## src/rtl/i_mem_pkg.sv

```systemverilog
// rtl/i_mem_pkg.sv - shared types and sizing helpers for the instruction memory arbiter
package i_mem_pkg;

   localparam int I_SLICE_SIZE_DEF = 8192;
   localparam int STARVE_LIMIT_DEF = 4;

   // Who owns the SRAM read data returning in the following cycle
   typedef enum logic [1:0] {
      OWN_NONE = 2'd0,
      OWN_CORE = 2'd1,
      OWN_LD   = 2'd2
   } owner_e;

   // Word index width for a memory of the given size in bytes
   function automatic int word_idx_w(input int slice_bytes);
      return $clog2(slice_bytes) - 2;
   endfunction

   // Width of a counter able to hold 0..limit
   function automatic int starve_cnt_w(input int limit);
      return $clog2(limit + 1);
   endfunction

endpackage

```

## src/rtl/i_arb_starve_ctr.sv

```systemverilog
// rtl/i_arb_starve_ctr.sv - consecutive-loss counter with force-grant flag for a low-priority requester
module i_arb_starve_ctr
   import i_mem_pkg::*;
#(
   parameter int  LIMIT = STARVE_LIMIT_DEF,
   localparam int CNT_W = starve_cnt_w(LIMIT)
) (
   input  logic clk,
   input  logic rst_n,
   input  logic req,
   input  logic gnt,
   input  logic lose,
   output logic force_gnt
);

   localparam logic [CNT_W-1:0] LIMIT_V = CNT_W'(LIMIT);

   logic [CNT_W-1:0] cnt;

   assign force_gnt = (cnt == LIMIT_V);

   // Count cycles a pending request loses to the other side; any grant or dropped request restarts it
   always_ff @(posedge clk or negedge rst_n) begin
      if (!rst_n) begin
         cnt <= '0;
      end else if (!req || gnt) begin
         cnt <= '0;
      end else if (lose && (cnt != LIMIT_V)) begin
         cnt <= cnt + CNT_W'(1);
      end
   end

endmodule

```

## src/rtl/i_mem_arbiter.sv

```systemverilog
// rtl/i_mem_arbiter.sv - single-port I-SRAM arbiter, loader priority with core starvation guard; optional I_ARB_PERF_CNT_EN
module i_mem_arbiter
   import i_mem_pkg::*;
#(
   parameter int  I_SLICE_SIZE = I_SLICE_SIZE_DEF,
   parameter int  STARVE_LIMIT = STARVE_LIMIT_DEF,
   localparam int ADDR_W       = $clog2(I_SLICE_SIZE),
   localparam int WORD_W       = word_idx_w(I_SLICE_SIZE)
) (
   input  logic              clk,
   input  logic              rst_n,
   input  logic              core_req,
   input  logic [31:0]       core_addr,
   output logic              core_gnt,
   output logic              core_rvalid,
   output logic [31:0]       core_rdata,
   input  logic              ld_req,
   input  logic              ld_we,
   input  logic [31:0]       ld_addr,
   input  logic [31:0]       ld_wdata,
   output logic              ld_gnt,
   output logic              ld_rvalid,
   output logic [31:0]       ld_rdata,
   output logic              sram_me,
   output logic              sram_we,
   output logic [WORD_W-1:0] sram_adr,
   output logic [31:0]       sram_d,
   input  logic [31:0]       sram_q,
   output logic [31:0]       conflict_cnt
);

   logic        force_core;
   owner_e      owner;
   logic [31:0] sel_addr;
   logic        unused_addr_bits;

   i_arb_starve_ctr #(
      .LIMIT(STARVE_LIMIT)
   ) u_starve (
      .clk      (clk),
      .rst_n    (rst_n),
      .req      (core_req),
      .gnt      (core_gnt),
      .lose     (ld_gnt),
      .force_gnt(force_core)
   );

   // Loader wins contention unless the core has already lost STARVE_LIMIT cycles in a row
   always_comb begin
      core_gnt = core_req & (~ld_req | force_core);
      ld_gnt   = ld_req & ~core_gnt;
   end

   // Route the granted requester onto the macro pins; everything low when idle
   always_comb begin
      sel_addr = '0;
      if (core_gnt) begin
         sel_addr = core_addr;
      end else if (ld_gnt) begin
         sel_addr = ld_addr;
      end
      sram_me  = core_gnt | ld_gnt;
      sram_we  = ld_gnt & ld_we;
      sram_adr = sel_addr[ADDR_W-1:2];
      sram_d   = ld_gnt ? ld_wdata : '0;
   end

   // Byte offset and out-of-slice bits are dropped: word aligned, upper space aliases
   assign unused_addr_bits = ^{sel_addr[31:ADDR_W], sel_addr[1:0]};

   // Remember which requester the next-cycle read data belongs to; writes return nothing
   always_ff @(posedge clk or negedge rst_n) begin
      if (!rst_n) begin
         owner <= OWN_NONE;
      end else if (core_gnt) begin
         owner <= OWN_CORE;
      end else if (ld_gnt && !ld_we) begin
         owner <= OWN_LD;
      end else begin
         owner <= OWN_NONE;
      end
   end

   // Macro output is passed straight through to whichever side owns it, zero elsewhere
   always_comb begin
      core_rvalid = (owner == OWN_CORE);
      ld_rvalid   = (owner == OWN_LD);
      core_rdata  = core_rvalid ? sram_q : '0;
      ld_rdata    = ld_rvalid   ? sram_q : '0;
   end

`ifdef I_ARB_PERF_CNT_EN
   logic both_req;

   assign both_req = core_req & ld_req;

   // Count every cycle both requesters want the macro, wrapping naturally
   always_ff @(posedge clk or negedge rst_n) begin
      if (!rst_n) begin
         conflict_cnt <= '0;
      end else if (both_req) begin
         conflict_cnt <= conflict_cnt + 32'd1;
      end
   end
`else
   assign conflict_cnt = '0;
`endif

endmodule

```

## config.mk

```make
export PLATFORM = sky130hd
export DESIGN_NAME = i_mem_arbiter
export DESIGN_NICKNAME = d
export VERILOG_FILES = /design/src/rtl/i_mem_pkg.sv /design/src/rtl/i_arb_starve_ctr.sv /design/src/rtl/i_mem_arbiter.sv
export SDC_FILE = /design/constraint.sdc
export NUM_CORES = 1
export LEC_CHECK = 0
export ABC_AREA = 1
export CAP_MARGIN = 20
export CORE_AREA = 4 4 105 107
export CTS_CLUSTER_SIZE = 10
export DETAILED_ROUTE_END_ITERATION = 12
export DIE_AREA = 0 0 109 111
export PLACE_DENSITY = 0.68
export SETUP_SLACK_MARGIN = 0.5
export SYNTH_ARGS = -nofsm -noshare
export SYNTH_HDL_FRONTEND = slang
export SYNTH_SLANG_ARGS = --single-unit
```

## constraint.sdc

```tcl
create_clock -name clk -period 3 [get_ports clk]
set_input_delay 0.45 -clock clk [delete_from_list [all_inputs] [get_ports clk]]
set_output_delay 0.45 -clock clk [all_outputs]
set_load 0.01 [all_outputs]
```

==> Yosys cells after proc, flatten, opt, wreduce, memory -nomap -nowiden <==
Index checks and enable logic that the tools add are counted.
{ "classes": {"n_reduce_logical": 6, "n_bitwise": 7, "n_addsub": 1, "muxes": 9, "n_eq_ne": 4} }
{ "op_table": {"columns": ["op", "n"], "rows": [
  ["32-bit 2-to-1 mux", 3],
  ["13-bit 2-to-1 mux", 2],
  ["3-bit 2-to-1 mux", 2],
  ["2-bit 2-to-1 mux", 2],
  ["3-bit by 1-bit adder with 3-bit output (second input constant)", 1],
  ["1-bit bitwise AND", 3],
  ["3-bit equality test (second input constant)", 1],
  ["3-bit != test (second input constant)", 1],
  ["2-bit by 1-bit equality test with 1-bit output (second input constant)", 1],
  ["2-bit equality test (second input constant)", 1],
  ["1-bit logical AND", 2],
  ["1-bit zero test", 2],
  ["1-bit inverter", 2],
  ["1-bit bitwise OR", 2],
  ["2-bit nonzero test", 1],
  ["1-bit logical OR", 1]
]} }
{ "totals": {"wordCells": 29, "output_inout_bits": 145, "in_bits": 133, "ff_bits": 5} }

==> Logic depth before layout (Yosys ltp) <==
Gate-level depths: netlist of the first run.
{ "depth": {"ltp_word": 8, "depth_mapped": 8, "ltp_nobuf": 7} }

==> Modules after synthesis <==
From an unflattened synthesis of the first run, not the netlist that was laid out.
{ "unflattened": {"cells_unflattened": 289, "area_unflattened_um2": 1405.1} }
{ "by_module_without_submodules": {"columns": ["mod", "area_per_inst_um2", "cells_per_inst", "seq_area_each_um2", "n_inst"], "rows": [
  ["i_mem_arbiter", 1189.9, 257, 50.0, 1],
  ["i_arb_starve_ctr", 215.2, 32, 75.1, 1]
]} }

==> Worst setup path after synthesis of the first run <==
Ideal clock, no wire load.
{ "synth_timing": {"path_kind": "register to output", "start": "register u_starve.cnt[0]", "end": "output sram_d[10]", "path_stages_with_launch": 9, "path_buffers": 1, "setup_slack_ns": 1.396, "t_required_ns": 2.550, "arrival_time_ns": 1.154, "path_cell_list": "dfrtp_1 -> inv_1 -> ha_1 -> nand2_2 -> nand2_4 -> nand2_4 -> nand2_8 -> buf_12 -> nor2_4"} }
{ "synth_via": {"elab_chain_cells": 6} }
{ "synth_lines": {"columns": ["item", "line_no", "rtl"], "rows": [
  ["start: declaration", "i_arb_starve_ctr.sv:18", "logic [CNT_W-1:0] cnt;"],
  ["start signal: assignment", "i_arb_starve_ctr.sv:29", "cnt <= cnt + CNT_W'(1);"],
  ["3-bit equality test", "i_arb_starve_ctr.sv:20", "assign force_gnt = (cnt == LIMIT_V);"],
  ["1-bit bitwise OR", "i_mem_arbiter.sv:50", "core_gnt = core_req & (~ld_req | force_core);"],
  ["1-bit bitwise AND", "i_mem_arbiter.sv:50", null],
  ["1-bit inverter", "i_mem_arbiter.sv:51", "ld_gnt = ld_req & ~core_gnt;"],
  ["1-bit bitwise AND", "i_mem_arbiter.sv:51", null],
  ["32-bit 2-to-1 mux", "i_mem_arbiter.sv:65", "sram_d = ld_gnt ? ld_wdata : '0;"],
  ["end: declaration", "i_mem_arbiter.sv:27", "output logic [31:0] sram_d,"]
]} }
No other way between the ends.

==> Final worst setup path of the first run <==
{ "layout_timing": {"start": "register u_starve.cnt[0]", "end": "output sram_d[4]"} }
The elaborated chain is that of the path after synthesis.

==> results of run 1 <==
[stage by stage]
step	total power (uW)	worst slack (ps)
final	664	547
after global routing	711	439
after CTS	670	470
after detailed placement	528	101
after global placement	522	127
after floorplan	298	1400
[Yosys cell counts]
cell                      count
sky130_fd_sc_hd__nor2_1      73
sky130_fd_sc_hd__inv_1       72
sky130_fd_sc_hd__conb_1       1
sky130_fd_sc_hd__nand2_4      2
sky130_fd_sc_hd__a21oi_2      1
sky130_fd_sc_hd__buf_12       3
sky130_fd_sc_hd__buf_2        7
sky130_fd_sc_hd__nor2_4      29
sky130_fd_sc_hd__ha_1         2
sky130_fd_sc_hd__dfrtp_1      5
sky130_fd_sc_hd__xnor2_1      1
sky130_fd_sc_hd__or2_2        1
sky130_fd_sc_hd__buf_6        1
sky130_fd_sc_hd__inv_2        1
sky130_fd_sc_hd__nand3_1     12
sky130_fd_sc_hd__nand2_1     23
sky130_fd_sc_hd__nand2_8      1
sky130_fd_sc_hd__nand2_2      1
sky130_fd_sc_hd__buf_4       34
[cell type report]
class | count | share of cell area
clock buffer | 4 | 0.0118
inverter | 73 | 0.0727
multi-input combinational | 181 | 0.272
sequential | 5 | 0.0327
tap | 136 | 0.0445
timing repair buffer | 211 | 0.564
timing repair inverter | 1 | 0.00196
[routing by layer]
metal  routed length, um  GRT usage  vias up
met4                  14    0.00505        0
met3                 857     0.0349        2
met2                3840      0.210      128
li1                    -          -     1087
met1                2300     0.0900      965
met5                   0          0        -
[registers in the layout, summed over array words and instances (netlist names)]
signal / count
u_starve.cnt: 3
owner: 2
[kinds of logic after synthesis]
logic type / Yosys count
fa+ha+maj: 2
other cells: 1
flops: 5
xor+xnor: 1
buf+inv: 118
compound gates: 1
simple gates: 142
[how the worst max path moves through the flow]
stage | from | end | slack (ps) | cells past startpoint
5_1_grt | u_starve.cnt[0] | sram_d[4] | 440 | 8
3_5_place_dp | ld_req | sram_d[0] | 100 | 5
3_3_place_gp | ld_req | sram_d[0] | 130 | 5
2_1_floorplan | u_starve.cnt[0] | sram_d[10] | 1400 | 8
6_report | u_starve.cnt[0] | sram_d[4] | 550 | 8
4_1_cts | u_starve.cnt[0] | sram_d[0] | 470 | 8
[what timing repair did]
item                                    4_1_cts  5_1_grt
resized for setup                            10       25
endpoints found under the setup margin       78       59
pin swaps                                     1        2
buffers inserted                              4        1
cloned                                        2        2
[where the power goes]
group	total, uW	internal [uW]	switching [uW]	leakage [uW]
logic	468	258	210	0.00197
registers	72.2	70.5	1.74	0.0000669
clock network	124	91.2	32.4	0.0000228
total	664	420	244	0.00206
==> results.md, run 1 <==
- DP Area: 3590 um2
- CP startpoint kind: register
- Antenna violations before repair: 0
- Synth Cell Area: between 1500 and 2000 um2
- Vias: 2182
- GPL Wtd Cong: ~0.73
- Drt via density: 3.57
- Number of global-route vias before repair: between 2000 and 2500
- Std cell rows: 37
- Total Die Area: 12100 um2
- Clock Tree Root: sky130_fd_sc_hd__clkbuf_8
- Worst path max stage delay: approximately 550 ps
- Worst-case reg-to-reg path depth: 7
- Unique cell type count in the Yosys netlist: 19
- Fin crit share: 0.818
- Critical Setup Path Class: register to output port
- Capture point of the worst reg-to-reg path: owner[1]
- Final global-route overflow total: 0
- Commonest non-fill, non-tap cell in the layout: sky130_fd_sc_hd__clkdlybuf4s50_1
- Most frequent cells in the layout: sky130_fd_sc_hd__clkdlybuf4s50_1 (179), sky130_fd_sc_hd__nor2_1 (72), sky130_fd_sc_hd__inv_1 (71)
- Synth top area cells: sky130_fd_sc_hd__nor2_4 (20%), sky130_fd_sc_hd__nor2_1 (17%), sky130_fd_sc_hd__inv_1 (17%)
- Critical-path top delay cell: sky130_fd_sc_hd__clkdlybuf4s50_1
- Die height: 111 um
- Final hold violations: 0
- Final setup fails: 0
- Source-to-sink clock delay at the later pin of the worst-skew pair: 220 ps
- F_max: 0.408 GHz
- Number of placed instances, taps included: 598
- Cts-stage hold buffer count: 0
- Post-route DRC violation count: 0
- Most common cell on crit path: sky130_fd_sc_hd__nand2_4
- Status: complete, no violations
- Total of flip-flops plus latches after synthesis: 5
- Filler instances: 1041
- Share of synthesized cell area in full adder, half adder and majority cells: 0.0156
- Portion of netlist area occupied by mux cells: 0
- Clock edge transition at the registers on the reported setup and hold paths: 40 ps
- Ordered cell list for the critical path: inv_1 > ha_1 > nand2_2 > nand2_4 > nand2_8 > nand2_4 > nor2_4 > clkdlybuf4s50_1
- Number of buffers and inverters on the critical path: 2
- Number of buffers between clock root and the deepest sink: 2
- Post-detailed-routing wire length: 7020 um
- Clk_skew: 2.14 ps
- Starting Density: 0.159
- Syn avg cell area: 5.96 um2
- Nature of the critical path endpoint: output port
- GRT Resource Usage Total: 0.0991
- Top delay family on crit path: simple AND/OR/NAND/NOR gates
- Sequential cell area in the final layout: around 130 um2
- Sequential fraction of the synthesis area: 0.0778
- Largest net degree at the start of global routing: 34
- Ratio of cells with drive above 1 in the final layout: 0.112
- RSZ-0062 raised after global routing: true
- Core area: between 10000 and 15000 um2
- Proportion of netlist area held by the largest area contributor: 0.203
- Dominant combinational cell family by area after synthesis: simple AND/OR/NAND/NOR gates
- Layout net count: 611
- Post-layout min period: 2450 ps
- ANT nets after route: 0
- IO Count: 278
- Worst vdd rail ir drop: 187 uV
- Number of max-cap violations: 0
- Yosys warnings: 0
- DRT iter0 DRCs: 78
- Number of slew-limit violations in the final report: 0
- Fraction of the core area covered by cells at the end of the flow: 0.377
- Dpl hpwl: 5600 um
- Diode count: 0
- Largest fanout on the critical path: 8
- Reported leakage power: 0.00206 uW
- Launch point of the worst reg-to-reg path: u_starve.cnt[0]
- Non-filler cells, final: 611
- Worst hold slack: 455 ps
- Class of the worst hold path: primary input to async pin
- Buffers on Ports: 203
- Required time reported for the critical path endpoint: 2550 ps
- P per Cell Area: about 170 nW/um2
- Total negative setup slack: 0 ps
- Area taken by multi-input logic gates: around 1000 um2
- Post-synthesis compound-gate area fraction: 0.00544
- Total clock buffers created by CTS: 3
- Area overhead of the layout relative to synthesis: 137%
- Simple-gate portion of the synthesized area: 0.498
- TritonCTS Sinks: 5
- Horizontal die dimension: approximately 110 um
- First-pass GRT wire length: 9720 um
- Number of cells produced by synthesis: 270
- Average wire per standard cell: 11.5 um
- Worst-case register-to-register setup slack: ~1600 ps
- CTS tree: built
- Synth area leader: sky130_fd_sc_hd__nor2_4
- Fraction of synthesized cell area in xor and xnor cells: 0.00544
- Post-route cell area: ~3800 um2
- Number of search-and-repair iterations in the first detailed-routing pass: 4
- Crit path arrival time: 2000 ps
- CTS H-tree lvls: 1
Power figures use the tool's default switching activity.
==> run 2, diff against run 1 <==
clock period = 2.41 ns   (was 3 ns; I/O delays follow)
==> results.md, run 2 (synthesized netlist as in run 1, its figures left out) <==
- Status: complete, no violations
- Number of buffers and inverters on the critical path: 5 (+3)
- Top delay family on crit path: buffers and inverters
- Reported leakage power: 0.00240 uW (+17%)
- First-pass GRT wire length: 9920 um (+2.1%)
- Class of the worst hold path: primary input to async pin
- Number of buffers between clock root and the deepest sink: 2 (unchanged)
- Post-layout min period: ~2000 ps
- Non-filler cells, final: 646 (+5.7%)
- CTS tree: built
- CTS H-tree lvls: 1 (unchanged)
- Number of max-cap violations: 0 (unchanged)
- Number of search-and-repair iterations in the first detailed-routing pass: 4 (unchanged)
- Number of slew-limit violations in the final report: 0 (unchanged)
- Post-route cell area: 4140 um2 (+8.3%)
- Number of flip-flops in the largest register: 3 (unchanged)
- Final hold violations: 0 (unchanged)
- TritonCTS Sinks: 5 (unchanged)
- Largest fanout on the critical path: 8 (unchanged)
- Final global-route overflow total: 0 (unchanged)
- Total negative setup slack: 0 ps (unchanged)
- Biggest regs: u_starve.cnt x3, owner x2
- Worst-case register-to-register setup slack: 950 ps (-650 ps)
- Clock edge transition at the registers on the reported setup and hold paths: 40 ps (about the same)
- CP startpoint kind: register
- Filler instances: 1023 (-1.7%)
- Critical Setup Path Class: register to output port
- Buffers on Ports: 203 (unchanged)
- Worst vdd rail ir drop: 106 uV (-43%)
- DRT iter0 DRCs: 59 (-24%)
- Crit path arrival time: 1680 ps (-320 ps)
- Number of global-route vias before repair: 2072 (+3.5%)
- Source-to-sink clock delay at the later pin of the worst-skew pair: 220 ps (about the same)
- Nature of the critical path endpoint: output port
- Total clock buffers created by CTS: 3 (unchanged)
- Critical-path top delay cell: sky130_fd_sc_hd__dfrtp_1
- Capture point of the worst reg-to-reg path: owner[1]
- DP Area: 3680 um2 (+2.6%)
- Antenna violations before repair: 0 (unchanged)
- Average wire per standard cell: 11.1 um (-3.2%)
- Sequential cell area in the final layout: 125 um2 (unchanged)
- Largest net degree at the start of global routing: 34 (unchanged)
- Most common cell on crit path: sky130_fd_sc_hd__nand2_4
- Largest reg by FF count: u_starve.cnt
- Vias: 2311 (+5.9%)
- Most frequent cells in the layout: sky130_fd_sc_hd__clkdlybuf4s50_1 (89), sky130_fd_sc_hd__inv_1 (72), sky130_fd_sc_hd__nor2_1 (69)
- RSZ-0062 raised after global routing: true
- Cts-stage hold buffer count: 0 (unchanged)
- Ordered cell list for the critical path: inv_1 > ha_2 > nand2_4 > nand2_4 > nand2_4 > nand2_8 > buf_12 > buf_16 > buf_4 > nor2_4 > buf_6
- Total Die Area: 12100 um2 (unchanged)
- F_max: 0.490 GHz
- Diode count: 0 (unchanged)
- Required time reported for the critical path endpoint: 2050 ps (-500 ps)
- Worst-case reg-to-reg path depth: 10 (+3)
- Drt via density: 3.58 (+0.17%)
- Die height: 111 um (unchanged)
- Worst path max stage delay: 330 ps (-220 ps)
- Commonest non-fill, non-tap cell in the layout: sky130_fd_sc_hd__clkdlybuf4s50_1
- Launch point of the worst reg-to-reg path: u_starve.cnt[0]
- Area overhead of the layout relative to synthesis: 157%
- Area taken by multi-input logic gates: 1020 um2 (-1.4%)
- Core area: 10100 um2 (unchanged)
- Post-detailed-routing wire length: 7180 um (+2.3%)
- Ratio of cells with drive above 1 in the final layout: 0.294 (+0.183)
- P per Cell Area: 217 nW/um2 (+25%)
- Std cell rows: 37 (unchanged)
- Number of placed instances, taps included: 607 (+1.5%)
- IO Count: 278 (unchanged)
- Fin crit share: 0.848
- GPL Wtd Cong: 0.726 (-0.40%)
- Layout net count: 646 (+5.7%)
- Horizontal die dimension: 109 um (unchanged)
- ANT nets after route: 0 (unchanged)
- GRT Resource Usage Total: 0.0998 (+0.000701)
- Post-route DRC violation count: 0 (unchanged)
- Starting Density: 0.159 (unchanged)
- Final setup fails: 0 (unchanged)
- Clock Tree Root: sky130_fd_sc_hd__clkbuf_8
- Dpl hpwl: 5700 um (+1.7%)
- Clk_skew: 1.11 ps (-1.03 ps)
## run 2: worst max path at each step
stage | from | endpoint | slack [ps] | depth (start not counted)
2_1_floorplan | u_starve.cnt[0] | sram_d[10] | 890 | 8
3_3_place_gp | ld_req | sram_adr[5] | 20 | 7
3_5_place_dp | ld_req | sram_adr[1] | -2 | 7
4_1_cts | u_starve.cnt[1] | sram_adr[1] | 310 | 9
5_1_grt | u_starve.cnt[0] | sram_d[16] | 290 | 11
6_report | u_starve.cnt[0] | sram_d[16] | 370 | 11
## run 2: area by class of cell
cell class	instances	area share
multi-input combinational	178	0.248
sequential	5	0.0302
timing repair buffer	250	0.604
clock buffer	4	0.0109
inverter	73	0.0662
tap	136	0.0411
## run 2: power by group
part | total [uW] | leakage, uW | switching (uW) | internal (uW)
sequential | 89.2 | 0.0000669 | 1.53 | 87.7
combinational | 655 | 0.00231 | 281 | 373
clock | 154 | 0.0000228 | 40.9 | 114
total | 899 | 0.00240 | 324 | 575
## run 2: worst reg2reg max path, delay by kind of cell (launching register included)
family | cells | cell delay, ps
DFF | 1 | 330
and+or+nand+nor | 5 | 430
adders and majority gates | 1 | 190
buffers and inverters | 4 | 420
## run 2: through the flow
step | utilization | total power (uW) | hold WS [ps] | setup slack (ps)
2_1_floorplan | - | 371 | 65.9 | 894
3_3_place_gp | 0.363 | 666 | 444 | 17.4
3_5_place_dp | 0.363 | 673 | 456 | -1.52
4_1_cts | 0.383 | 851 | 377 | 309
5_1_grt | 0.408 | 957 | 387 | 293
6_report | 0.408 | 899 | 367 | 367
## run 2: per-layer routing
metal,share of wire,global-route usage,routed length (um)
met3,0.13,0.0355,950
met5,0,0,0
met1,0.30,0.0886,2130
met2,0.57,0.211,4060
met4,0.0047,0.0101,34
## run 2: what timing repair did
action	CTS	global route
pin swaps	10	12
resized for setup	273	59
buffers inserted	21	10
cloned	4	0
endpoints found under the setup margin	111	48
==> run 3, diff against run 2 <==
CORE_AREA = 4 4 106 108   (was 4 4 105 107)
DIE_AREA = 0 0 110 112   (was 0 0 109 111)
PLACE_DENSITY = 0.69   (was 0.68)
clock period = 1.85 ns   (was 2.41 ns; I/O delays follow)
==> results.md, run 3 (synthesized netlist as in run 1, its figures left out) <==
- Most common cell on crit path: sky130_fd_sc_hd__nand2_4
- Ratio of cells with drive above 1 in the final layout: 0.573 (+0.279)
- Number of slew-limit violations in the final report: 0 (unchanged)
- First-pass GRT wire length: 12200 um (+23%)
- DRT iter0 DRCs: 32 (-46%)
- Largest reg by FF count: u_starve.cnt
- TritonCTS Sinks: 5 (unchanged)
- Fin crit share: 1.01
- Biggest regs: u_starve.cnt x3, owner x2
- Final global-route overflow total: 0 (unchanged)
- Post-detailed-routing wire length: 9590 um (+34%)
- Psw: 558 uW (+72%)
- Diode count: 0 (unchanged)
- Clk_skew: 0.182 ps (-0.930 ps)
- Number of global-route vias before repair: 2460 (+19%)
- Sequential share of power: 0.079 (-0.020)
- Status: finished with violations
- Clock Tree Root: sky130_fd_sc_hd__clkbuf_8
- Post-route cell area: 5290 um2 (+28%)
- Core area: 10200 um2 (+0.91%)
- Reported leakage power: 0.00256 uW (+6.7%)
- Number of buffers between clock root and the deepest sink: 2 (unchanged)
- Horizontal die dimension: 110 um (+0.92%)
- Layout net count: 675 (+4.5%)
- Violated checks: negative setup slack
- Worst-case register-to-register setup slack: 370 ps (-580 ps)
- Std cell rows: 37 (unchanged)
- Dpl hpwl: 5910 um (+3.7%)
- CP startpoint kind: register
- Largest net degree at the start of global routing: 14 (-59%)
- Total clock buffers created by CTS: 3 (unchanged)
- Number of flip-flops in the largest register: 3 (unchanged)
- Internal power contribution: 928 uW (+61%)
- Portion of total power attributed to combinational logic: 0.787 (+0.058)
- Filler instances: 875 (-14%)
- Critical Setup Path Class: register to output port
- Non-filler cells, final: 675 (+4.5%)
- P per Cell Area: 281 nW/um2 (+29%)
- Class of the worst hold path: primary input to async pin
- Drt via density: 3.72 (+4.0%)
- Ordered cell list for the critical path: inv_2 > ha_4 > nand2_4 > nand2_4 > nand2_4 > nand2_8 > buf_12 > buf_6 > nor2_4 > buf_6
- Clock edge transition at the registers on the reported setup and hold paths: 30 ps (about the same)
- Commonest non-fill, non-tap cell in the layout: sky130_fd_sc_hd__buf_6
- Critical-path top delay cell: sky130_fd_sc_hd__dfrtp_1
- Vias: 2511 (+8.7%)
- Average wire per standard cell: 14.2 um (+28%)
- Buffers on Ports: 203 (unchanged)
- Largest fanout on the critical path: 6 (-2)
- Source-to-sink clock delay at the later pin of the worst-skew pair: 220 ps (about the same)
- Die height: 112 um (+0.90%)
- Number of max-cap violations: 0 (unchanged)
- Fraction of the core area covered by cells at the end of the flow: 0.517 (+0.108)
- Share of total power consumed by net switching: 0.375 (+0.0150)
- Number of search-and-repair iterations in the first detailed-routing pass: 3 (-1)
- Nature of the critical path endpoint: output port
- RSZ-0062 raised after global routing: true
- Final hold violations: 0 (unchanged)
- Antenna violations before repair: 0 (unchanged)
- Area overhead of the layout relative to synthesis: 228%
- Worst slack at placement: -385 ps (-383 ps)
- Post-layout min period: between 1500 and 2000 ps
- Worst vdd rail ir drop: 239 uV (+120%)
- Final setup fails: 11 (+11)
- Fraction of power consumed by the clock network: 0.134 (-0.038)
- Final worst setup slack: -16.8 ps (-384 ps)
- GRT Resource Usage Total: 0.127 (+0.0269)
- Most frequent cells in the layout: sky130_fd_sc_hd__buf_6 (127), sky130_fd_sc_hd__clkdlybuf4s50_1 (88), sky130_fd_sc_hd__nor2_4 (86)
- CTS H-tree lvls: 1 (unchanged)
- Total Die Area: 12300 um2 (+1.8%)
- GPL Wtd Cong: 0.799 (+10%)
- Number of placed instances, taps included: 608 (+0.16%)
- F_max: 0.536 GHz
- CTS tree: built
- DP Area: 3750 um2 (+1.9%)
- Total negative setup slack: -66.9 ps (-66.9 ps)
- Worst path max stage delay: 350 ps (+20 ps)
- IO Count: 278 (unchanged)
- Cts-stage hold buffer count: 0 (unchanged)
- ANT nets after route: 0 (unchanged)
- Starting Density: 0.157 (-0.00144)
- Post-route DRC violation count: 0 (unchanged)
- Required time reported for the critical path endpoint: 1570 ps (-480 ps)
- Crit path arrival time: 1590 ps (-90 ps)
[run 3: worst max-delay path: cells and delay by family, from the launching register on]
kind	cells	cell delay [ps]
fa+ha+maj	1	160
flops	1	350
simple gates	5	430
buf+inv	4	430
[run 3: final cells by class]
class	instances	area, um2	share of cell area
inverter	73	287	0.0542
tap	136	170	0.0322
clock buffer	4	45.0	0.00852
multi-input combinational	178	1490	0.282
sequential	5	126	0.0239
timing repair buffer	279	3170	0.599
[run 3: final timing paths]
kind	cells after the start	startpoint	end
hold reg to reg	2	u_starve.cnt[2]	u_starve.cnt[2]
setup / recovery	10	u_starve.cnt[1]	sram_d[22]
setup reg to reg	10	u_starve.cnt[1]	owner[1]
min in group clk	4	ld_req	owner[0]
max in group asynchronous	1	rst_n	owner[0]
hold / removal	1	rst_n	owner[1]
[run 3: through the flow]
| step | hold slack (ps) | power [uW] |
|---|---|---|
| after detailed placement | 521 | 897 |
| final | 281 | 1490 |
| after floorplan | -18.1 | 487 |
| after global placement | 507 | 886 |
| after CTS | 285 | 1270 |
| after global routing | 305 | 1580 |
[run 3: power by group through the flow]
stage | Sequential (uW) | Clock (uW) | Combinational, uW
2_1_floorplan | 117 | 0 | 370
3_3_place_gp | 117 | 0 | 769
3_5_place_dp | 118 | 0 | 779
4_1_cts | 117 | 211 | 944
5_1_grt | 118 | 221 | 1240
6_report | 118 | 199 | 1170
[run 3: repair_timing]
action,4_1_cts,5_1_grt
resized for setup,535,223
cloned,9,0
endpoints found under the setup margin,113,113
buffers inserted,34,20
pin swaps,5,10
[run 3: layer usage]
metal | track usage | share of wire | vias to the layer above
li1 | - | - | 1217
met1 | 0.120 | 0.31 | 1156
met2 | 0.262 | 0.57 | 126
met3 | 0.0336 | 0.093 | 12
met4 | 0.0233 | 0.020 | 0
met5 | 0 | 0 | -
